`src/rtl/uart_tx_frame.sv`:
```
// UART transmit framer: start bit, 8 data bits LSB first, optional parity bit, stop bit.
// All outputs are registered; each serial bit lasts CLKS_PER_BIT clocks.
module uart_tx_frame #(
  parameter int unsigned CLKS_PER_BIT = 868
) (
  input  logic       clk,
  input  logic       rst,
  input  logic       data_valid,
  input  logic [7:0] data_in,
  input  logic [1:0] parity_type,
  input  logic       parity_bit,
  output logic       tx_out,
  output logic       busy,
  output logic       done
);

  localparam int unsigned CntW = (CLKS_PER_BIT > 1) ? $clog2(CLKS_PER_BIT) : 1;
  localparam logic [CntW-1:0] CntLast = CntW'(CLKS_PER_BIT - 1);
  // done is registered, so it is raised one count before the final clock of the stop bit
  localparam logic [CntW-1:0] CntDone = CntW'(CLKS_PER_BIT - 2);

  typedef enum logic [2:0] {
    StIdle,
    StStart,
    StData,
    StParity,
    StStop
  } state_e;

  state_e          state_q;
  logic [CntW-1:0] cnt_q;
  logic [2:0]      idx_q;
  logic [7:0]      shreg_q;
  logic            par_q;
  logic            par_en_q;

  always_ff @(posedge clk) begin
    if (!rst) begin
      state_q  <= StIdle;
      cnt_q    <= '0;
      idx_q    <= '0;
      shreg_q  <= '0;
      par_q    <= 1'b0;
      par_en_q <= 1'b0;
      tx_out   <= 1'b1;
      busy     <= 1'b0;
      done     <= 1'b0;
    end else begin
      done <= 1'b0;
      case (state_q)
        StIdle: begin
          tx_out <= 1'b1;
          busy   <= 1'b0;
          if (data_valid) begin
            shreg_q  <= data_in;
            par_q    <= parity_bit;
            par_en_q <= (parity_type == 2'b01) || (parity_type == 2'b10);
            cnt_q    <= '0;
            idx_q    <= '0;
            state_q  <= StStart;
            tx_out   <= 1'b0;
            busy     <= 1'b1;
          end
        end
        StStart: begin
          if (cnt_q == CntLast) begin
            cnt_q   <= '0;
            idx_q   <= '0;
            state_q <= StData;
            tx_out  <= shreg_q[0];
          end else begin
            cnt_q <= cnt_q + CntW'(1);
          end
        end
        StData: begin
          if (cnt_q == CntLast) begin
            cnt_q   <= '0;
            shreg_q <= shreg_q >> 1;
            idx_q   <= idx_q + 3'd1;
            if (idx_q == 3'd7) begin
              if (par_en_q) begin
                state_q <= StParity;
                tx_out  <= par_q;
              end else begin
                state_q <= StStop;
                tx_out  <= 1'b1;
              end
            end else begin
              tx_out <= shreg_q[1];
            end
          end else begin
            cnt_q <= cnt_q + CntW'(1);
          end
        end
        StParity: begin
          if (cnt_q == CntLast) begin
            cnt_q   <= '0;
            state_q <= StStop;
            tx_out  <= 1'b1;
          end else begin
            cnt_q <= cnt_q + CntW'(1);
          end
        end
        StStop: begin
          if (cnt_q == CntLast) begin
            cnt_q   <= '0;
            state_q <= StIdle;
            tx_out  <= 1'b1;
            busy    <= 1'b0;
          end else begin
            cnt_q <= cnt_q + CntW'(1);
            if (cnt_q == CntDone) done <= 1'b1;
          end
        end
        default: begin
          state_q <= StIdle;
          tx_out  <= 1'b1;
          busy    <= 1'b0;
        end
      endcase
    end
  end

endmodule

```
`config.mk`:
```
export PLATFORM = sky130hd
export DESIGN_NAME = uart_tx_frame
export DESIGN_NICKNAME = d
export VERILOG_FILES = /design/src/rtl/uart_tx_frame.sv
export SDC_FILE = /design/constraint.sdc
export NUM_CORES = 1
export LEC_CHECK = 0
export BUFFER_PORTS_ARGS = -buffer_cell sky130_fd_sc_hd__buf_4
export CAP_MARGIN = 25
export CORE_MARGIN = 5
export CORE_UTILIZATION = 45
export DETAILED_ROUTE_END_ITERATION = 10
export PLACE_DENSITY = 0.63
export SYNTH_ARGS = -nofsm -noshare
export SYNTH_HDL_FRONTEND = slang
export SYNTH_SLANG_ARGS = --single-unit
```
`constraint.sdc`:
```
create_clock -name clk -period 5.1 [get_ports clk]
set_clock_uncertainty 0.05 [all_clocks]
set_input_delay 0.51 -clock clk [delete_from_list [all_inputs] [get_ports clk]]
set_output_delay 0.51 -clock clk [all_outputs]
set_load 0.02 [all_outputs]
```
# Word-level counts from Yosys, hierarchy flattened
# Cells that the tools add are included.
[word_totals]
regBits = 29
input_bits = 14
output_inout_bits = 3
elab_cells = 74
[op_classes]
add_sub_neg = 2
n_eq_ne = 16
muxes = 28
n_bitwise = 3
reduce_logical = 16
[op_table]
columns = ["operator", "count"]
rows = [
  ["3-bit two-way mux", 9],
  ["10-bit equality test (second input constant)", 2],
  ["10-bit two-way mux", 2],
  ["10-bit one-hot mux with 2 select lines", 1],
  ["8-bit two-way mux", 2],
  ["8-bit one-hot mux with 2 select lines", 1],
  ["3-bit one-hot mux with 5 select lines", 1],
  ["2-bit inequality test (second input constant)", 6],
  ["10-bit by 1-bit adder with 10-bit output (second input constant)", 1],
  ["1-bit two-way mux", 9],
  ["3-bit one-hot mux with 3 select lines", 1],
  ["3-bit by 2-bit equality test with 1-bit output (second input constant)", 2],
  ["3-bit equality test (second input constant)", 2],
  ["2-bit AND reduction", 3],
  ["3-bit AND reduction", 2],
  ["6-bit AND reduction", 1],
  ["3-bit OR reduction", 2],
  ["1-bit one-hot mux with 4 select lines", 1],
  ["4-bit AND reduction", 1],
  ["2-bit nonzero test", 2],
  ["4-bit OR reduction", 1],
  ["3-bit by 1-bit adder with 3-bit output (second input constant)", 1],
  ["3-bit by 1-bit equality test with 1-bit output (second input constant)", 1],
  ["3-bit zero test", 1],
  ["8 further kinds", 10],
]

# Logic depth before layout (Yosys ltp)
# Gate-level depths: netlist of run 1.
[logic_depth]
word_depth = 4
depth_mapped = 6
mapped_depth_nobuf = 6

# Worst setup path after synthesis of run 1
# OpenSTA, ideal clock, no wires.
[synth_path]
path_kind = "reg2reg"
start = "register state_q[0]"
end = "register cnt_q[4]"
setup_ns = 0.130
t_arrival_ns = 1.430
required_ns = 4.920
path_slack_ns = 3.490
path_stages_with_launch = 7
n_path_buf = 2
synth_period_minus_slack_ns = 1.610
path_cell_list = "dfxtp_1 -> buf_6 -> buf_2 -> nor4_1 -> nor3_1 -> xnor2_1 -> nor2_1"
[synth_between]
elab_chain_len = 4
elab_cells_between_ends = 10
classes_between = "5 x eq/ne; 1 x mux; 4 x reduce/logical"
[synth_rtl]
columns = ["element", "line_no", "rtl"]
rows = [
  ["start: declaration", "30", "state_e state_q;"],
  ["start signal: assignment", "39", "state_q <= StIdle;"],
  ["start signal: assignment", "60", "state_q <= StStart;"],
  ["start signal: assignment", "69", "state_q <= StData;"],
  ["3-bit equality test (tied with other cells)", "50", "case (state_q)"],
  ["4-bit OR reduction (no source line)", "-", ""],
  ["2-bit nonzero test (no source line)", "-", ""],
  ["2-bit AND reduction (no source line)", "-", ""],
  ["end signal: assignment", "72", "cnt_q <= cnt_q + CntW'(1);"],
  ["end signal: assignment", "92", "cnt_q <= cnt_q + CntW'(1);"],
  ["end signal: assignment", "101", "cnt_q <= cnt_q + CntW'(1);"],
  ["end: declaration", "31", "logic [CntW-1:0] cnt_q;"],
]
# Parallel ways exist; a longest one is shown, timed or not.
# A chain may end at the register's enable or synchronous reset.

# Worst setup path in the final report of run 1
[layout_path]
start = "register state_q[1]"
end = "register shreg_q[6]"
[layout_between]
elab_chain_len = 3
elab_cells_between_ends = 7
classes_between = "3 x eq/ne; 1 x mux; 3 x reduce/logical"
[layout_rtl]
columns = ["element", "line_no", "rtl"]
rows = [
  ["3-bit by 2-bit equality test with 1-bit output / 3-bit zero test (equally long branches)", "50", ""],
  ["2-bit inequality test (no source line) / 2-bit nonzero test (equally long branches)", "-", ""],
  ["3-bit AND reduction (no source line)", "-", ""],
  ["end signal: assignment", "55", "shreg_q <= data_in;"],
  ["end signal: assignment", "78", "shreg_q <= shreg_q >> 1;"],
  ["end: declaration", "33", "logic [7:0] shreg_q;"],
]
# Parallel ways exist; a longest one is shown, timed or not.

==> results of run 1 <==
## cell type report
type                            count  area (sq um)
Timing Repair Buffer               17           128
Sequential cell                    29           581
Inverter                            7          26.3
Clock buffer                        7          65.1
Fill cell                         326          1590
Clock inverter                      1          5.00
Tap cell                           46          57.6
Multi-Input combinational cell    136           941
## critical path: cells and delay by family, from the launching register on
kind,cells,cell delay [ps]
AO/OA/AOI/OAI,1,180
buffers and inverters,1,240
AND/OR/NAND/NOR,3,1090
flip-flops,1,580
## per-layer routing
| layer | GRT usage | share of wire | up-vias |
|---|---|---|---|
| li1 | - | - | 699 |
| met1 | 0.184 | 0.49 | 646 |
| met2 | 0.243 | 0.46 | 16 |
| met3 | 0.0420 | 0.039 | 4 |
| met4 | 0.0894 | 0.015 | 0 |
| met5 | 0 | 0 | - |
## cell families after synthesis
family          count (synthesis)
fa+ha+maj                       4
flops                          29
buf+inv                        17
xor+xnor                        7
mux                             7
compound gates                 44
simple gates                   74
## final timing paths
path              startpoint    endpoint  slack, ps  cells past startpoint
setup / recovery  state_q[1]  shreg_q[6]       2860                      5
hold reg to reg   shreg_q[7]  shreg_q[7]        410                      2
setup reg to reg  state_q[1]  shreg_q[6]       2860                      5
hold / removal    data_in[7]  shreg_q[7]        340                      3
## cells in the final DEF (no fill, tap or decap), types with 2 or more instances in the layout
| cell type | count |
|---|---|
| nor4_1 | 4 |
| buf_4 | 17 |
| and3_1 | 8 |
| a21boi_1 | 3 |
| or3_1 | 2 |
| clkbuf_8 | 2 |
| mux2i_1 | 7 |
| nor2_1 | 10 |
| or4_1 | 2 |
| nand4b_1 | 2 |
| o21a_1 | 9 |
| nor2b_1 | 2 |
| a21oi_1 | 12 |
| nand4_1 | 5 |
| xnor2_1 | 6 |
| inv_1 | 7 |
| a21boi_0 | 3 |
| nor3_1 | 4 |
| or3b_2 | 2 |
| and4bb_4 | 2 |
| ha_1 | 4 |
| dfxtp_1 | 29 |
| nand2_1 | 14 |
| o21ai_0 | 6 |
| nand3_1 | 8 |
| nor4b_1 | 2 |
| nand3b_1 | 2 |
| clkbuf_4 | 5 |
## flip-flops by register name (all words and copies together) (netlist names)
register	flops
cnt_q	10
shreg_q	8
idx_q	3
state_q	3
busy	1
done	1
par_en_q	1
par_q	1
tx_out	1
## power breakdown
part | switching, W | internal [W]
Combinational | 0.0000277 | 0.0000248
Clock | 0.0000811 | 0.0000798
Sequential | 0.00000740 | 0.000234
Total | 0.000116 | 0.000339
## stage by stage
stage | total power (W) | hold WS, ps | worst slack (ps)
final | 0.000455 | 344 | 2860
after global routing | 0.000480 | 359 | 2600
after CTS | 0.000463 | 326 | 2890
after detailed placement | 0.000300 | 396 | 2910
after global placement | 0.000298 | 397 | 3000
after floorplan | 0.000281 | 382 | 3490
==> impl_metrics.env, run 1 <==
export IMPL_gp_congestion=0.819
export IMPL_slew_headroom=0.433
export IMPL_synth_top_family_by_area="simple AND/OR/NAND/NOR gates"
export IMPL_setup_violations=0
export IMPL_status="finished clean"
export IMPL_rsz0062_at_grt="false"
export IMPL_slowest_stage="dfxtp_1"
export IMPL_synth_seq_cells=29
export IMPL_synth_async_reset_ratio=0
export IMPL_post_cts_buffers=0
export IMPL_yosysSeqAreaShare=0.362
export IMPL_firstDrtPassIters=4
export IMPL_critPathKind="reg -> reg"
export IMPL_final_cells=243
export IMPL_yosys_top_cells_count="dfxtp_1, nand2_1, a21oi_1, nor2_1, o21a_1"
export IMPL_dieArea_sq_mm=0.00486
export IMPL_critPathRequiredTime_ps=5290
export IMPL_dp_final_hpwl_um=2400
export IMPL_yosys_top_cells_area="dfxtp_1, mux2i_1, o21a_1"
export IMPL_grt_overflow=0
export IMPL_maxCapViolCount=0
export IMPL_clockRootBuffer="clkbuf_4"
export IMPL_holdBufCountCts=0
export IMPL_first_global_vias=1371
export IMPL_detail_route_wl_per_cell_um=14.0
export IMPL_tritoncts="yes"
export IMPL_syn2layout_area_growth_pct=12.5
export IMPL_grt_pass1_wl_um=6040
export IMPL_core_sq_mm=0.00339
export IMPL_cp_start_kind="register"
export IMPL_period_minus_slack_ps=2240
export IMPL_cpPeakStageDelay_ps=580
export IMPL_clock_path_buffers=2
export IMPL_die_y_um=69.7
export IMPL_dp_cells=235
export IMPL_insertion_delay_ps=330
export IMPL_cts_buffers_inserted=5
export IMPL_clock_fmax_mhz=447
export IMPL_synthFlopType="dfxtp_1"
export IMPL_power_density_mw_per_mm2=252
export IMPL_antennaDiodeCount=0
export IMPL_grtUsageTotal=0.153
export IMPL_dr_total_vias=1365
export IMPL_syn_area_sq_mm=0.00160
export IMPL_hp_class="in -> reg"
export IMPL_p_leak_nw=0.681
export IMPL_antenna_found_initial=0
export IMPL_yosys_area_top_type="dfxtp_1"
export IMPL_report_final_slew_viol_count=0
export IMPL_pin_count=17
export IMPL_ys_warn_count=0
export IMPL_synthAdderAreaFrac=0.0312
export IMPL_synthXorXnorAreaFrac=0.0383
export IMPL_yosysMostFrequentCell="dfxtp_1"
export IMPL_die_w_um=69.7
export IMPL_cts_max_level=2
export IMPL_drc_errors=0
export IMPL_clk_pin_slew_ps=90
export IMPL_drt_iter0_drc=100
export IMPL_vdd_drop_max_mv=0.131
export IMPL_ant_nets=0
export IMPL_fin_crit_sh=0.439
export IMPL_synth_edf_count=0
export IMPL_worst_endpoint_arrival_ps=2430
export IMPL_drt_wl_total_um=3400
export IMPL_clock_sinks=29
export IMPL_final_core_util=0.532
export IMPL_synth_compound_area_frac=0.201
export IMPL_row_count=21
export IMPL_synthDistinctLibCells=47
export IMPL_hold_viol_final=0
export IMPL_syn_inst=182
export IMPL_nNetsFinal=214
export IMPL_portBuffers=16
export IMPL_yosysTopAreaCellShare=0.362
export IMPL_grt_max_degree=27
export IMPL_syn_area_per_cell_sq_um=8.81
export IMPL_cts_resized=0
export IMPL_end_kind="register"
export IMPL_crit_fanout=15
export IMPL_vias_per_cell=5.62
export IMPL_fin_area_sq_mm=0.00180
export IMPL_crit_path_cell_trace="nor3b_1 > buf_4 > nand4_1 > and3_1 > o21a_1"
export IMPL_synth_simple_area_share=0.272
export IMPL_placed_area_sq_mm=0.00173
export IMPL_synth_area_mux_share=0.0437
export IMPL_tightest_slew_ps=843
export IMPL_setup_tns_ps=0
export IMPL_drive_gt1_frac=0.162
export IMPL_start_util=0.473
export IMPL_synth_net_count=200
Power figures use the tool's default switching activity.
==> run 2, diff against run 1 <==
--- a/config.mk
+++ b/config.mk
@@ -10,7 +10,7 @@
 export CORE_MARGIN = 5
 export CORE_UTILIZATION = 45
 export DETAILED_ROUTE_END_ITERATION = 10
-export PLACE_DENSITY = 0.63
+export PLACE_DENSITY = 0.65
 export SYNTH_ARGS = -nofsm -noshare
 export SYNTH_HDL_FRONTEND = slang
 export SYNTH_SLANG_ARGS = --single-unit
==> constraint.sdc (replaced) <==
create_clock -name clk -period 1.9 [get_ports clk]
set_clock_uncertainty 0.05 [all_clocks]
set_input_delay 0.19 -clock clk [delete_from_list [all_inputs] [get_ports clk]]
set_output_delay 0.19 -clock clk [all_outputs]
set_load 0.02 [all_outputs]
==> run 2 against run 1 <==
Critical path depth decreased by 1. Total power increased to 2.6 times the previous value. Sequential share of layout area decreased by 1.3 points. Fmax increased by 29%. Hold slack got worse by 300 ps. Flip-flop and latch count unchanged. Combinational power increased to 3.0 times the previous value. Utilization increased by 2.4 points. Clock power increased by 130%. Critical path type unchanged.
==> impl_metrics.env, run 2 (same netlist as run 1, synthesis figures left out) <==
export IMPL_status="finished clean"
export IMPL_num_fill_cells=320
export IMPL_setup_violations=0
export IMPL_clk_pin_slew_ps=100
export IMPL_tritoncts="yes"
export IMPL_report_final_slew_viol_count=0
export IMPL_core_sq_mm=0.00339
export IMPL_dieArea_sq_mm=0.00486
export IMPL_clock_sinks=29
export IMPL_die_y_um=69.7
export IMPL_reg_largest_list="cnt_q (10), shreg_q (8)"
export IMPL_grt_max_degree=27
export IMPL_drt_wl_total_um=3460
export IMPL_pin_count=17
export IMPL_period_minus_slack_ps=1730
export IMPL_dr_total_vias=1463
export IMPL_largest_register="cnt_q"
export IMPL_row_count=21
export IMPL_hold_viol_final=0
export IMPL_holdPathEnd="shreg_q[7]"
export IMPL_start_util=0.473
export IMPL_worst_endpoint_arrival_ps=1950
export IMPL_met3_usage=0.0420
export IMPL_grtUsageTotal=0.154
export IMPL_final_common_cell="buf_4"
export IMPL_r2r_cells=4
export IMPL_insertion_delay_ps=330
export IMPL_firstDrtPassIters=4
export IMPL_antennaDiodeCount=0
export IMPL_critPathKind="reg -> reg"
export IMPL_syn2layout_area_growth_pct=17.6
export IMPL_antenna_found_initial=0
export IMPL_clock_path_buffers=2
export IMPL_drt_iter0_drc=80
export IMPL_dp_final_hpwl_um=2470
export IMPL_ant_nets=0
export IMPL_drc_errors=0
export IMPL_r2r_start="cnt_q[3]"
export IMPL_hp_class="in -> reg"
export IMPL_cp_start_kind="register"
export IMPL_gp_congestion=0.926
export IMPL_cts_max_level=2
export IMPL_timing_hold_ws_ps=39.6
export IMPL_largest_reg_flops=10
export IMPL_cpPeakStageDelay_ps=470
export IMPL_min_from="data_in[7]"
export IMPL_crit_path_cell_trace="and4bb_4 > nand3_1 > or3b_2 > a21oi_1"
export IMPL_tightest_slew_ps=494
export IMPL_slew_headroom=0.671
export IMPL_fin_crit_sh=0.912
export IMPL_nNetsFinal=226
export IMPL_detail_route_wl_per_cell_um=13.6
export IMPL_rsz0062_at_grt="false"
export IMPL_multi_input_area_sq_um=947
export IMPL_holdBufCountCts=0
export IMPL_grt_use_met2=0.233
export IMPL_reg2reg_slack_ps=170
export IMPL_clock_fmax_mhz=577
export IMPL_vias_per_cell=5.74
export IMPL_end_kind="register"
export IMPL_top_usage_layer="met2"
export IMPL_die_w_um=69.7
export IMPL_drive_gt1_frac=0.225
export IMPL_maxCapViolCount=0
export IMPL_portBuffers=16
export IMPL_grt_util_met1=0.202
export IMPL_slowest_stage="or3b_2"
export IMPL_first_global_vias=1350
export IMPL_final_cell_mix="buf_4, dfxtp_1, nand2_1"
export IMPL_critPathRequiredTime_ps=2110
export IMPL_grt_overflow=0
export IMPL_post_cts_buffers=0
export IMPL_clockRootBuffer="clkbuf_4"
export IMPL_vdd_drop_max_mv=0.410
export IMPL_min_path_cells=3
export IMPL_r2r_end="state_q[1]"
export IMPL_final_seq_area_sq_um=582
export IMPL_power_density_mw_per_mm2=623
export IMPL_crit_fanout=5
export IMPL_setup_tns_ps=0
export IMPL_grt_pass1_wl_um=6060
export IMPL_cts_resized=0
export IMPL_p_leak_nw=0.730
export IMPL_cts_buffers_inserted=5
## run 2: per-stage QoR
step	total power, W	instances	instance area [sq um]	setup WS [ps]	util
3_5_place_dp	0.000816	247	1820	144	0.538
2_1_floorplan	0.000755	182	1600	290	-
4_1_cts	0.00119	255	1880	103	0.554
3_3_place_gp	0.000812	247	1820	183	0.538
6_report	0.00118	255	1890	167	0.556
5_1_grt	0.00124	255	1890	56.1	0.556
## run 2: layer usage
metal	vias to the layer above	wire [um]
met1	699	1590
met5	-	0
met3	5	155
met2	38	1650
li1	721	-
met4	0	54
## run 2: power breakdown
group	switching [W]	internal, W
clock network	0.000232	0.000139
registers	0.0000155	0.000629
logic	0.0000807	0.0000789
total	0.000328	0.000847
## run 2: worst max-delay path by stage
stage / endpoint / cells past startpoint / start / slack, ps
finish: state_q[1] / 4 / cnt_q[3] / 170
global route: state_q[1] / 4 / cnt_q[3] / 60
CTS: cnt_q[6] / 4 / cnt_q[1] / 100
detailed placement: idx_q[0] / 5 / state_q[1] / 140
global placement: state_q[1] / 4 / cnt_q[0] / 180
floorplan: cnt_q[4] / 6 / state_q[0] / 290
## run 2: cell type report
class | instances | area share
Multi-Input combinational cell | 136 | 0.502
Sequential cell | 29 | 0.309
Timing Repair Buffer | 29 | 0.115
Tap cell | 46 | 0.0305
Clock buffer | 5 | 0.0199
Inverter | 7 | 0.0139
Clock inverter | 3 | 0.00929
## run 2: worst max-delay path: cells and delay by family, from the launching register on
| kind | cells | cell delay (ps) |
|---|---|---|
| compound gates | 1 | 170 |
| flops | 1 | 370 |
| simple gates | 3 | 1070 |
==> run 3, diff against run 2 <==
--- a/config.mk
+++ b/config.mk
@@ -7,10 +7,9 @@
 export LEC_CHECK = 0
 export BUFFER_PORTS_ARGS = -buffer_cell sky130_fd_sc_hd__buf_4
 export CAP_MARGIN = 25
-export CORE_MARGIN = 5
 export CORE_UTILIZATION = 45
 export DETAILED_ROUTE_END_ITERATION = 10
-export PLACE_DENSITY = 0.65
+export PLACE_DENSITY = 0.63
 export SYNTH_ARGS = -nofsm -noshare
 export SYNTH_HDL_FRONTEND = slang
 export SYNTH_SLANG_ARGS = --single-unit
==> constraint.sdc (replaced) <==
create_clock -name clk -period 2.1 [get_ports clk]
set_clock_uncertainty 0.05 [all_clocks]
set_input_delay 0.21 -clock clk [delete_from_list [all_inputs] [get_ports clk]]
set_output_delay 0.21 -clock clk [all_outputs]
set_load 0.02 [all_outputs]
==> run 3 against run 2 <==
Die area is 22% lower. Critical endpoint is now idx_q[0]. Utilization shrank 0.68 points. Sequential power decreased by 9.5%. Critical path depth unchanged. Fmax fell by 7.8%. Wire length down 4.2%. Total power decreased by 9.7%.
==> impl_metrics.env, run 3 (same netlist as run 1, synthesis figures left out) <==
export IMPL_status="finished clean"
export IMPL_drive_gt1_frac=0.186
export IMPL_portBuffers=16
export IMPL_clockRootBuffer="clkbuf_4"
export IMPL_insertion_delay_ps=320
export IMPL_setup_violations=0
export IMPL_final_cells=250
export IMPL_clockPowerShare=0.320
export IMPL_cp_start_kind="register"
export IMPL_grt_max_degree=27
export IMPL_start_util=0.477
export IMPL_worst_endpoint_arrival_ps=2090
export IMPL_cts_max_level=2
export IMPL_p_int_w=0.000794
export IMPL_antenna_found_initial=0
export IMPL_grt_overflow=0
export IMPL_post_cts_buffers=0
export IMPL_first_global_vias=1246
export IMPL_grtUsageTotal=0.197
export IMPL_tritoncts="yes"
export IMPL_gp_congestion=0.789
export IMPL_end_kind="register"
export IMPL_firstDrtPassIters=4
export IMPL_antennaDiodeCount=0
export IMPL_dr_total_vias=1380
export IMPL_largest_reg_flops=10
export IMPL_cts_buffers_inserted=5
export IMPL_switching_power_w=0.000267
export IMPL_final_cell_mix="dfxtp_1, buf_4, nand2_1"
export IMPL_die_y_um=61.7
export IMPL_pin_count=17
export IMPL_setup_tns_ps=0
export IMPL_hp_class="in -> reg"
export IMPL_switching_share=0.252
export IMPL_rsz0062_at_grt="false"
export IMPL_tightest_slew_ps=473
export IMPL_row_count=21
export IMPL_drt_wl_total_um=3310
export IMPL_placed_area_sq_mm=0.00179
export IMPL_vdd_drop_max_mv=0.371
export IMPL_detail_route_wl_per_cell_um=13.2
export IMPL_die_w_um=61.7
export IMPL_dp_cells=243
export IMPL_report_final_slew_viol_count=0
export IMPL_dieArea_sq_mm=0.00380
export IMPL_p_leak_nw=0.711
export IMPL_period_minus_slack_ps=1880
export IMPL_ant_nets=0
export IMPL_final_common_cell="dfxtp_1"
export IMPL_p_seq_frac=0.551
export IMPL_power_density_mw_per_mm2=574
export IMPL_hold_viol_final=0
export IMPL_critPathKind="reg -> reg"
export IMPL_grt_pass1_wl_um=5410
export IMPL_cts_resized=0
export IMPL_clock_sinks=29
export IMPL_num_fill_cells=329
export IMPL_holdBufCountCts=0
export IMPL_clock_path_buffers=2
export IMPL_core_sq_mm=0.00336
export IMPL_fin_area_sq_mm=0.00185
export IMPL_clk_pin_slew_ps=90
export IMPL_maxCapViolCount=0
export IMPL_fin_crit_sh=0.895
export IMPL_dp_final_hpwl_um=2350
export IMPL_slew_headroom=0.684
export IMPL_drc_errors=0
export IMPL_clock_fmax_mhz=532
export IMPL_critPathRequiredTime_ps=2310
export IMPL_comb_power_share=0.130
export IMPL_crit_fanout=11
export IMPL_syn2layout_area_growth_pct=15.3
export IMPL_nNetsFinal=222
export IMPL_largest_register="cnt_q"
export IMPL_vias_per_cell=5.52
export IMPL_drt_iter0_drc=92
export IMPL_reg_largest_list="cnt_q (10), shreg_q (8)"
run 3: layer usage:
layer,global-route usage,up-vias,routed length (um)
li1,-,710,-
met3,0.0630,4,107
met2,0.301,17,1520
met1,0.254,649,1650
met5,0,-,0
met4,0.0889,0,38
run 3: final timing paths:
kind | from | end | slack, ps | depth (start not counted)
max | state_q[1] | idx_q[0] | 220 | 4
min reg2reg | par_q | par_q | 410 | 2
min | data_in[7] | shreg_q[7] | 70 | 3
max reg2reg | state_q[1] | idx_q[0] | 220 | 4
run 3: final cells by class:
| cell class | count | area, sq um | share of cell area |
|---|---|---|---|
| Tap cell | 46 | 57.6 | 0.0311 |
| Multi-Input combinational cell | 136 | 941 | 0.509 |
| Timing Repair Buffer | 25 | 188 | 0.102 |
| Clock buffer | 7 | 55.1 | 0.0298 |
| Sequential cell | 29 | 581 | 0.314 |
| Inverter | 7 | 26.3 | 0.0142 |
run 3: per-stage QoR:
stage	total power [W]	util	hold slack [ps]	setup WS, ps
detailed placement	0.000734	0.533	397	270
global route	0.00112	0.549	78.1	128
global placement	0.000730	0.533	391	294
floorplan	0.000683	-	286	490
finish	0.00106	0.549	65.0	221
CTS	0.00108	0.549	49.7	215
run 3: critical path: stages (launching register included):
cell	delay (ps)
dfxtp_1	510
nor3b_1	460
buf_4	210
or4b_1	440
a21boi_1	140
run 3: power groups by stage:
stage	Clock [W]	Sequential (W)	Combinational [W]
floorplan	0	0.000595	0.0000880
global placement	0	0.000596	0.000134
detailed placement	0	0.000597	0.000137
CTS	0.000354	0.000584	0.000138
global route	0.000377	0.000587	0.000154
finish	0.000340	0.000584	0.000138
